===== src/rtl/prog_clock_divider.sv =====
// prog_clock_divider: NUM_CH runtime-programmable clock-enable generators whose new settings
// take effect only at a period boundary. Define CLKDIV_SYNC_EN to add the sync phase-restart input.
module prog_clock_divider #(
  parameter int NUM_CH         = 4,
  parameter int CNT_W          = 32,
  parameter int DEFAULT_PERIOD = 150_000_000,
  parameter int DEFAULT_HIGH   = DEFAULT_PERIOD / 2,
  parameter int CH_W           = (NUM_CH > 1) ? $clog2(NUM_CH) : 1
) (
  input  logic              clk,
  input  logic              reset_n,
  input  logic              wr_en,
  input  logic [CH_W-1:0]   wr_ch,
  input  logic [CNT_W-1:0]  wr_period,
  input  logic [CNT_W-1:0]  wr_high,
  input  logic [NUM_CH-1:0] ch_en,
`ifdef CLKDIV_SYNC_EN
  input  logic              sync,
`endif
  output logic [NUM_CH-1:0] clk_slow,
  output logic [NUM_CH-1:0] tick,
  output logic [NUM_CH-1:0] pending
);

  function automatic logic [CNT_W-1:0] clamp_period(input logic [CNT_W-1:0] p);
    return (p < CNT_W'(2)) ? CNT_W'(2) : p;
  endfunction

  // High time is clamped against the already-clamped period so clk_slow always has a low phase.
  function automatic logic [CNT_W-1:0] clamp_high(input logic [CNT_W-1:0] p,
                                                  input logic [CNT_W-1:0] h);
    logic [CNT_W-1:0] x;
    x = (h == '0) ? CNT_W'(1) : h;
    if (x >= p) x = p - CNT_W'(1);
    return x;
  endfunction

  localparam logic [CNT_W-1:0] DEF_PERIOD = clamp_period(CNT_W'(DEFAULT_PERIOD));
  localparam logic [CNT_W-1:0] DEF_HIGH   = clamp_high(DEF_PERIOD, CNT_W'(DEFAULT_HIGH));

  logic [CNT_W-1:0] wr_period_c;
  logic [CNT_W-1:0] wr_high_c;
  logic             sync_now;

  always_comb begin
    wr_period_c = clamp_period(wr_period);
    wr_high_c   = clamp_high(wr_period_c, wr_high);
  end

`ifdef CLKDIV_SYNC_EN
  assign sync_now = sync;
`else
  assign sync_now = 1'b0;
`endif

  for (genvar g = 0; g < NUM_CH; g++) begin : g_ch
    logic [CNT_W-1:0] active_period;
    logic [CNT_W-1:0] active_high;
    logic [CNT_W-1:0] shadow_period;
    logic [CNT_W-1:0] shadow_high;
    logic [CNT_W-1:0] cnt;
    logic [CNT_W-1:0] cnt_nxt;
    logic [CNT_W-1:0] high_nxt;
    logic             pend;
    logic             run;
    logic             wr_hit;
    logic             at_end;
    logic             restart;
    logic             apply;
    logic             slow_p1;
    logic             tick_p1;

    // run remembers the previous ch_en so the first enabled cycle restarts at cnt=0.
    always_comb begin
      wr_hit   = wr_en && (wr_ch == CH_W'(g));
      at_end   = (cnt == active_period - CNT_W'(1));
      restart  = sync_now || !run || at_end;
      apply    = pend && (!ch_en[g] || sync_now || (run && at_end));
      cnt_nxt  = '0;
      if (ch_en[g] && !restart) cnt_nxt = cnt + CNT_W'(1);
      high_nxt = apply ? shadow_high : active_high;
    end

    // Outputs register the waveform for cnt_nxt so they line up with the counter state.
    always_ff @(posedge clk or negedge reset_n) begin
      if (!reset_n) begin
        active_period <= DEF_PERIOD;
        active_high   <= DEF_HIGH;
        shadow_period <= DEF_PERIOD;
        shadow_high   <= DEF_HIGH;
        cnt           <= '0;
        run           <= 1'b0;
        pend          <= 1'b0;
        slow_p1       <= 1'b0;
        tick_p1       <= 1'b0;
      end else begin
        run     <= ch_en[g];
        cnt     <= cnt_nxt;
        slow_p1 <= ch_en[g] && (cnt_nxt < high_nxt);
        tick_p1 <= ch_en[g] && (cnt_nxt == '0);
        if (apply) begin
          active_period <= shadow_period;
          active_high   <= shadow_high;
          pend          <= 1'b0;
        end
        // A write coinciding with an apply lands after the copy and stays pending.
        if (wr_hit) begin
          shadow_period <= wr_period_c;
          shadow_high   <= wr_high_c;
          pend          <= 1'b1;
        end
      end
    end

    assign clk_slow[g] = slow_p1;
    assign tick[g]     = tick_p1;
    assign pending[g]  = pend;
  end

endmodule

===== config.mk =====
export PLATFORM = sky130hd
export DESIGN_NAME = prog_clock_divider
export DESIGN_NICKNAME = d
export VERILOG_FILES = /design/src/rtl/prog_clock_divider.sv
export SDC_FILE = /design/constraint.sdc
export NUM_CORES = 1
export LEC_CHECK = 0
export CORE_MARGIN = 1.5
export CORE_UTILIZATION = 50
export DETAILED_ROUTE_END_ITERATION = 16
export DONT_BUFFER_PORTS = 1
export SLEW_MARGIN = 20
export SYNTH_ARGS = -nofsm -noshare
export SYNTH_HDL_FRONTEND = slang
export SYNTH_SLANG_ARGS = --single-unit

===== constraint.sdc =====
create_clock -name clk -period 8.1 [get_ports clk]
set_input_delay 0 -clock clk [delete_from_list [all_inputs] [get_ports clk]]
set_output_delay 0 -clock clk [all_outputs]
set_load 0.01 [all_outputs]

* Yosys cells after proc, flatten, opt, wreduce, memory -nomap -nowiden
Cells that the tools add are included.
Word-level totals: flip-flop bits (word level) 656, bits of input ports 73, output and inout port bits 12, logic and storage cells 131
Operators by class: $add $sub $neg 9, $lt $le $gt $ge 6, equal/unequal tests 7, muxes and demuxes 19, reductions and logical operators 54
Operator list (count):
- two-way mux 32 bit | 11
- zero test 32 bit | 5
- subtractor 32 x 1 -> 32 bit (second input constant) | 5
- adder 32 x 1 -> 32 bit (second input constant) | 4
- equality test 32 bit | 4
- < comparator 32 bit | 4
- >= comparator 32 bit | 1
- < comparator 32 x 2 -> 1 bit (second input constant) | 1
- logical AND 1 bit | 24
- zero test 1 bit | 12
- logical OR 1 bit | 8
- two-way mux 1 bit | 8
- nonzero test 2 bit | 4
- equality test 2 bit (second input constant) | 2
- equality test 2 x 1 -> 1 bit (second input constant) | 1
- zero test 2 bit | 1

* Longest topological paths before layout
depth in word-level cells 8, mapped depth 24, mapped depth without buffers 21

* Worst setup path after synthesis
No wires, ideal clock.
kind register to register, start register g_ch[3].active_period[16], end register g_ch[3].slow_p1, setup time 0.064 ns, arrival time 5.396 ns, data required time 8.036 ns, path slack 2.640 ns, cell stages (with the launch flop) 23, path buffers 4, clock period less this slack 5.460 ns, cell sequence dfrtp_1 or4_1 clkbuf_1 or4_1 buf_2 nor4b_1 mux2_2 a22oi_1 nand4_1 o22ai_1 buf_2 buf_6 mux2i_1 ha_1 a21o_1 a21o_1 a21o_1 a21o_1 a21o_1 a21oi_1 o221ai_1 nor4b_1 a31o_2
On the way: word-level cells in the longest chain between the ends 8, elaborated cells between the ends (all ways) 12, classes of those cells add/sub: 1; order compare: 1; eq/ne: 1; mux: 2; reduce/logical: 7
Ends and longest elaborated chain:
- from (decl) | RTL line 57 | logic [CNT_W-1:0] active_period;
- from (signal assigned) | RTL line 102 | active_period <= shadow_period;
- subtractor 32 x 1 -> 32 bit * | RTL line 76 | at_end = (cnt == active_period - CNT_W'(1));
- equality test 32 bit * | RTL line 76
- logical OR 1 bit / logical AND 1 bit (equally long branches) | RTL line 77, 78
- zero test 1 bit / logical OR 1 bit (equally long branches) | RTL line 80, 78
- logical AND 1 bit (on tied branches) | RTL line 80, 78
- two-way mux 32 bit (on tied branches)
- < comparator 32 bit * | RTL line 99 | slow_p1 <= ch_en[g] && (cnt_nxt < high_nxt);
- logical AND 1 bit * | RTL line 99
- to (signal assigned) | RTL line 99
- to (decl) | RTL line 70 | logic slow_p1;
Every way passes the cells marked *; elsewhere a longest branch is shown, timed or not. A chain may end at the register's enable or synchronous reset.

* Final worst setup path
start register g_ch[0].active_period[0], end register g_ch[0].slow_p1
On the way: word-level cells in the longest chain between the ends 8, elaborated cells between the ends (all ways) 12, classes of those cells add/sub: 1; order compare: 1; eq/ne: 1; mux: 2; reduce/logical: 7
Ends and longest elaborated chain (RTL line):
- from (decl) | 57
- from (signal assigned) | 102
- subtractor 32 x 1 -> 32 bit * | 76
- equality test 32 bit * | 76
- logical OR 1 bit / logical AND 1 bit (equally long branches) | 77, 78
- zero test 1 bit / logical OR 1 bit (equally long branches) | 80, 78
- logical AND 1 bit (on tied branches) | 80, 78
- two-way mux 32 bit (on tied branches)
- < comparator 32 bit * | 99
- logical AND 1 bit * | 99
- to (signal assigned) | 99
- to (decl) | 70
Marks and branches as above.

==> run_results.csv <==
group,metric,value,unit
outcome,outcome,"finished with violations",
outcome,violations,"hold timing, slew limit",
timing,fin_tns_setup,0,ps
power_and_ir_drop,p_leak,0.0185,uW
placement,io_buffers,0,
yosys,synth_area,0.0384,sq mm
global_route,grt_pass1_wl,187,mm
power_and_ir_drop,peakVddDrop,0.000174,V
cts,htree_levels,3,
detailed_routing,ant_nets,0,
worst_setup_path,rrSetupSlack,1710,ps
yosys,ys_seq_elements,656,
timing,slew_headroom,-0.930,
layout,multiInputGateArea,0.0201,sq mm
floorplanning,core_area,0.0759,sq mm
layout,final_common_cell,"dfrtp_1",
layout,drive_above_1_share,0.145,
yosys,async_flop_share,1.00,
worst_setup_path,worstSetupPathType,"flip-flop to flip-flop",
global_route,gr-total-overflow,0,
detailed_routing,wl,125,mm
timing,hold-worst-slack,-882,ps
placement,dp_cells,4706,
timing,fin_crit,6390,ps
detailed_routing,drc_errors,0,
cts,cts_tree,"done",
global_route,track_usage,0.321,
yosys,synth_nets,4172,
flow_run,drv_cap,0,
layout,seqCellArea,0.0166,sq mm
detailed_routing,firstDrtPassIters,6,
cts,ctsLongestPathBuffers,3,
floorplanning,die-area,0.0784,sq mm
detailed_routing,drtIter0Drc,3114,
yosys,synth_edf_count,0,
power_and_ir_drop,internal_power,7520,uW
floorplanning,start_util,0.505,
yosys,synth_flop_cell,"dfrtp_1",
layout,n_fill_cell,6749,
timing,worst_pin_slew,2900,ps
yosys,synth_warnings,0,
layout,layout_common_cells,"dfrtp_1 (496), nand2_1 (374), nor2_1 (266)",
detailed_routing,viasPerCell,6.13,
min_path,hold_path.class,"input port to asynchronous set/reset pin",
floorplanning,rows,101,
layout,syn_to_final_growth,10.6,%
cts,clock_insertion_delay_worst_skew,620,ps
timing,max_freq,157,MHz
power_and_ir_drop,p_switching,3460,uW
cts,post-cts-setup-buffer-count,0,
timing,finalHoldViolations,503,
worst_setup_path,critPathArrivalTime,6900,ps
cts,cts_buffers,76,
power_and_ir_drop,combPwrFrac,0.234,
cts,cts-root-buf,"clkbuf_16",
yosys,synth_cells,3934,
power_and_ir_drop,power_density,259,mW/mm^2
floorplanning,fp.dieH,280,microns
detailed_routing,wl_per_cell,25.3,microns
worst_setup_path,startpoint_type,"flip-flop",
timing,finalMaxSlewViolations,596,
timing,setup_violations,0,
power_and_ir_drop,seqPwrFrac,0.434,
layout,stdcell_count,4950,
layout,nets,4080,
cts,cts-resized-gates,0,
yosys,synth.distinct_cells,88,
global_route,grt_pass1_vias,28800,
yosys,ys_seq_area_frac,0.433,
power_and_ir_drop,p_clk_frac,0.331,
yosys,syn_avg_cell_area,9.75,sq um
placement,place_congestion,0.919,
cts,clkTransAtPathRegs,60,ps
floorplanning,die_w,280,microns
worst_setup_path,cp.required,8610,ps
power_and_ir_drop,power_switching_share,0.315,
timing,fin_worst_skew,16.1,ps
floorplanning,io_pins,85,
cts,clock_sinks,656,
timing,fin_crit_sh,0.789,
worst_setup_path,worstPathMaxFanout,70,
global_route,antenna_found_initial,28,
placement,dp_hpwl,80.5,mm
detailed_routing,vias,30400,
timing,rsz0062_at_grt,"no",
worst_setup_path,end_kind,"flip-flop",
global_route,grt_max_degree,657,
metrics by stage:
step | utilization | power [uW] | hold slack (ps) | cell area (sq um) | worst slack, ps
after floorplan | - | 6550 | -296 | 38400 | 2640
after global placement | 0.511 | 7210 | -244 | 38800 | 1900
after detailed placement | 0.511 | 7260 | -242 | 38800 | 1790
after CTS | 0.557 | 11000 | -895 | 42300 | 1770
after global routing | 0.558 | 11600 | -896 | 42400 | 1190
final | 0.559 | 11000 | -882 | 42400 | 1710
area by class of cell:
class / count / share of cell area
Clock inverter: 24 / 0.00790
Tap cell: 1030 / 0.0304
Timing Repair Buffer: 130 / 0.0283
Sequential cell: 656 / 0.392
Multi-Input combinational cell: 2830 / 0.474
Clock buffer: 113 / 0.0541
Antenna cell: 19 / 0.00112
Inverter: 148 / 0.0131
metal layers:
| layer | GRT usage | part of all wire | vias to the layer above |
|---|---|---|---|
| li1 | - | - | 14100 |
| met1 | 0.439 | 0.42 | 14800 |
| met2 | 0.461 | 0.42 | 1218 |
| met3 | 0.104 | 0.11 | 277 |
| met4 | 0.145 | 0.046 | 14 |
| met5 | 0 | 0.00062 | - |
power groups by stage:
stage,logic [uW],clock network (uW),registers [uW]
2_1_floorplan,2020,0,4530
3_3_place_gp,2420,0,4800
3_5_place_dp,2450,0,4810
4_1_cts,2540,3700,4760
5_1_grt,2870,3840,4870
6_report,2580,3640,4770
cell usage after synthesis (43+ instances only):
library cell	n	area (sq um)
nand2_1	377	1420
clkbuf_1	240	901
mux2i_1	124	1240
mux2_2	153	1720
dfstp_2	160	4200
nand3_1	92	460
nor2_1	267	1000
o21ai_0	191	956
a21o_1	71	533
and3_1	43	269
nor3_1	110	551
o311ai_0	121	1060
xor2_1	119	1040
xnor2_1	206	1800
nor4_1	69	432
nand4_1	190	1190
a31oi_1	43	269
inv_1	147	552
dfrtp_1	496	12400
ha_1	165	2060
a21oi_1	62	310
worst paths after layout:
kind | from | cells past startpoint | endpoint
setup / recovery | g_ch[0].active_period[0] | 20 | g_ch[0].slow_p1
hold / removal | reset_n | 0 | g_ch[1].active_period[10]
setup reg to reg | g_ch[0].active_period[0] | 20 | g_ch[0].slow_p1
hold reg to reg | g_ch[1].shadow_period[10] | 2 | g_ch[1].shadow_period[10]
max in group asynchronous | reset_n | 0 | g_ch[2].shadow_high[0]
min in group clk | wr_ch[1] | 4 | g_ch[3].shadow_period[14]
worst max-delay path, stage by stage (launching register included):
cell	delay, ps
dfrtp_1	420
inv_1	80
ha_1	230
or4b_1	610
nor2_1	200
nand2_1	130
or4_1	520
a2111o_1	440
o21ai_1	400
nand2_4	590
mux2i_1	400
ha_1	290
a21o_1	160
a21o_1	180
a21oi_1	130
o21ai_0	100
a221oi_1	570
o211ai_1	200
o21a_1	220
and4_1	180
a211oi_1	170
logic make-up (layout without fill, tap and decap cells):
family / count (synthesis) / after routing / synth area share
xor+xnor: 325 / 325 / 0.0742
mux: 317 / 317 / 0.0918
fa+ha+maj: 165 / 165 / 0.0538
buf+inv: 448 / 415 / 0.0473
other cells: 0 / 19 / 0
simple gates: 1371 / 1371 / 0.182
compound gates: 652 / 652 / 0.118
flops: 656 / 656 / 0.433
registers in the layout (all words and copies together), names as in the netlist:
| name | flops |
|---|---|
| g_ch.cnt | 128 |
| g_ch.shadow_high | 128 |
| g_ch.active_high | 128 |
| g_ch.pend | 4 |
| g_ch.tick_p1 | 4 |
| g_ch.run | 4 |
| g_ch.active_period | 128 |
| g_ch.shadow_period | 128 |
| g_ch.slow_p1 | 4 |
repair_timing:
item	in CTS	in global routing
setup endpoints to repair	0	0
endpoints found under the hold margin	1023	671
hold buffers	84	4
(Power assumes the default switching activity.)
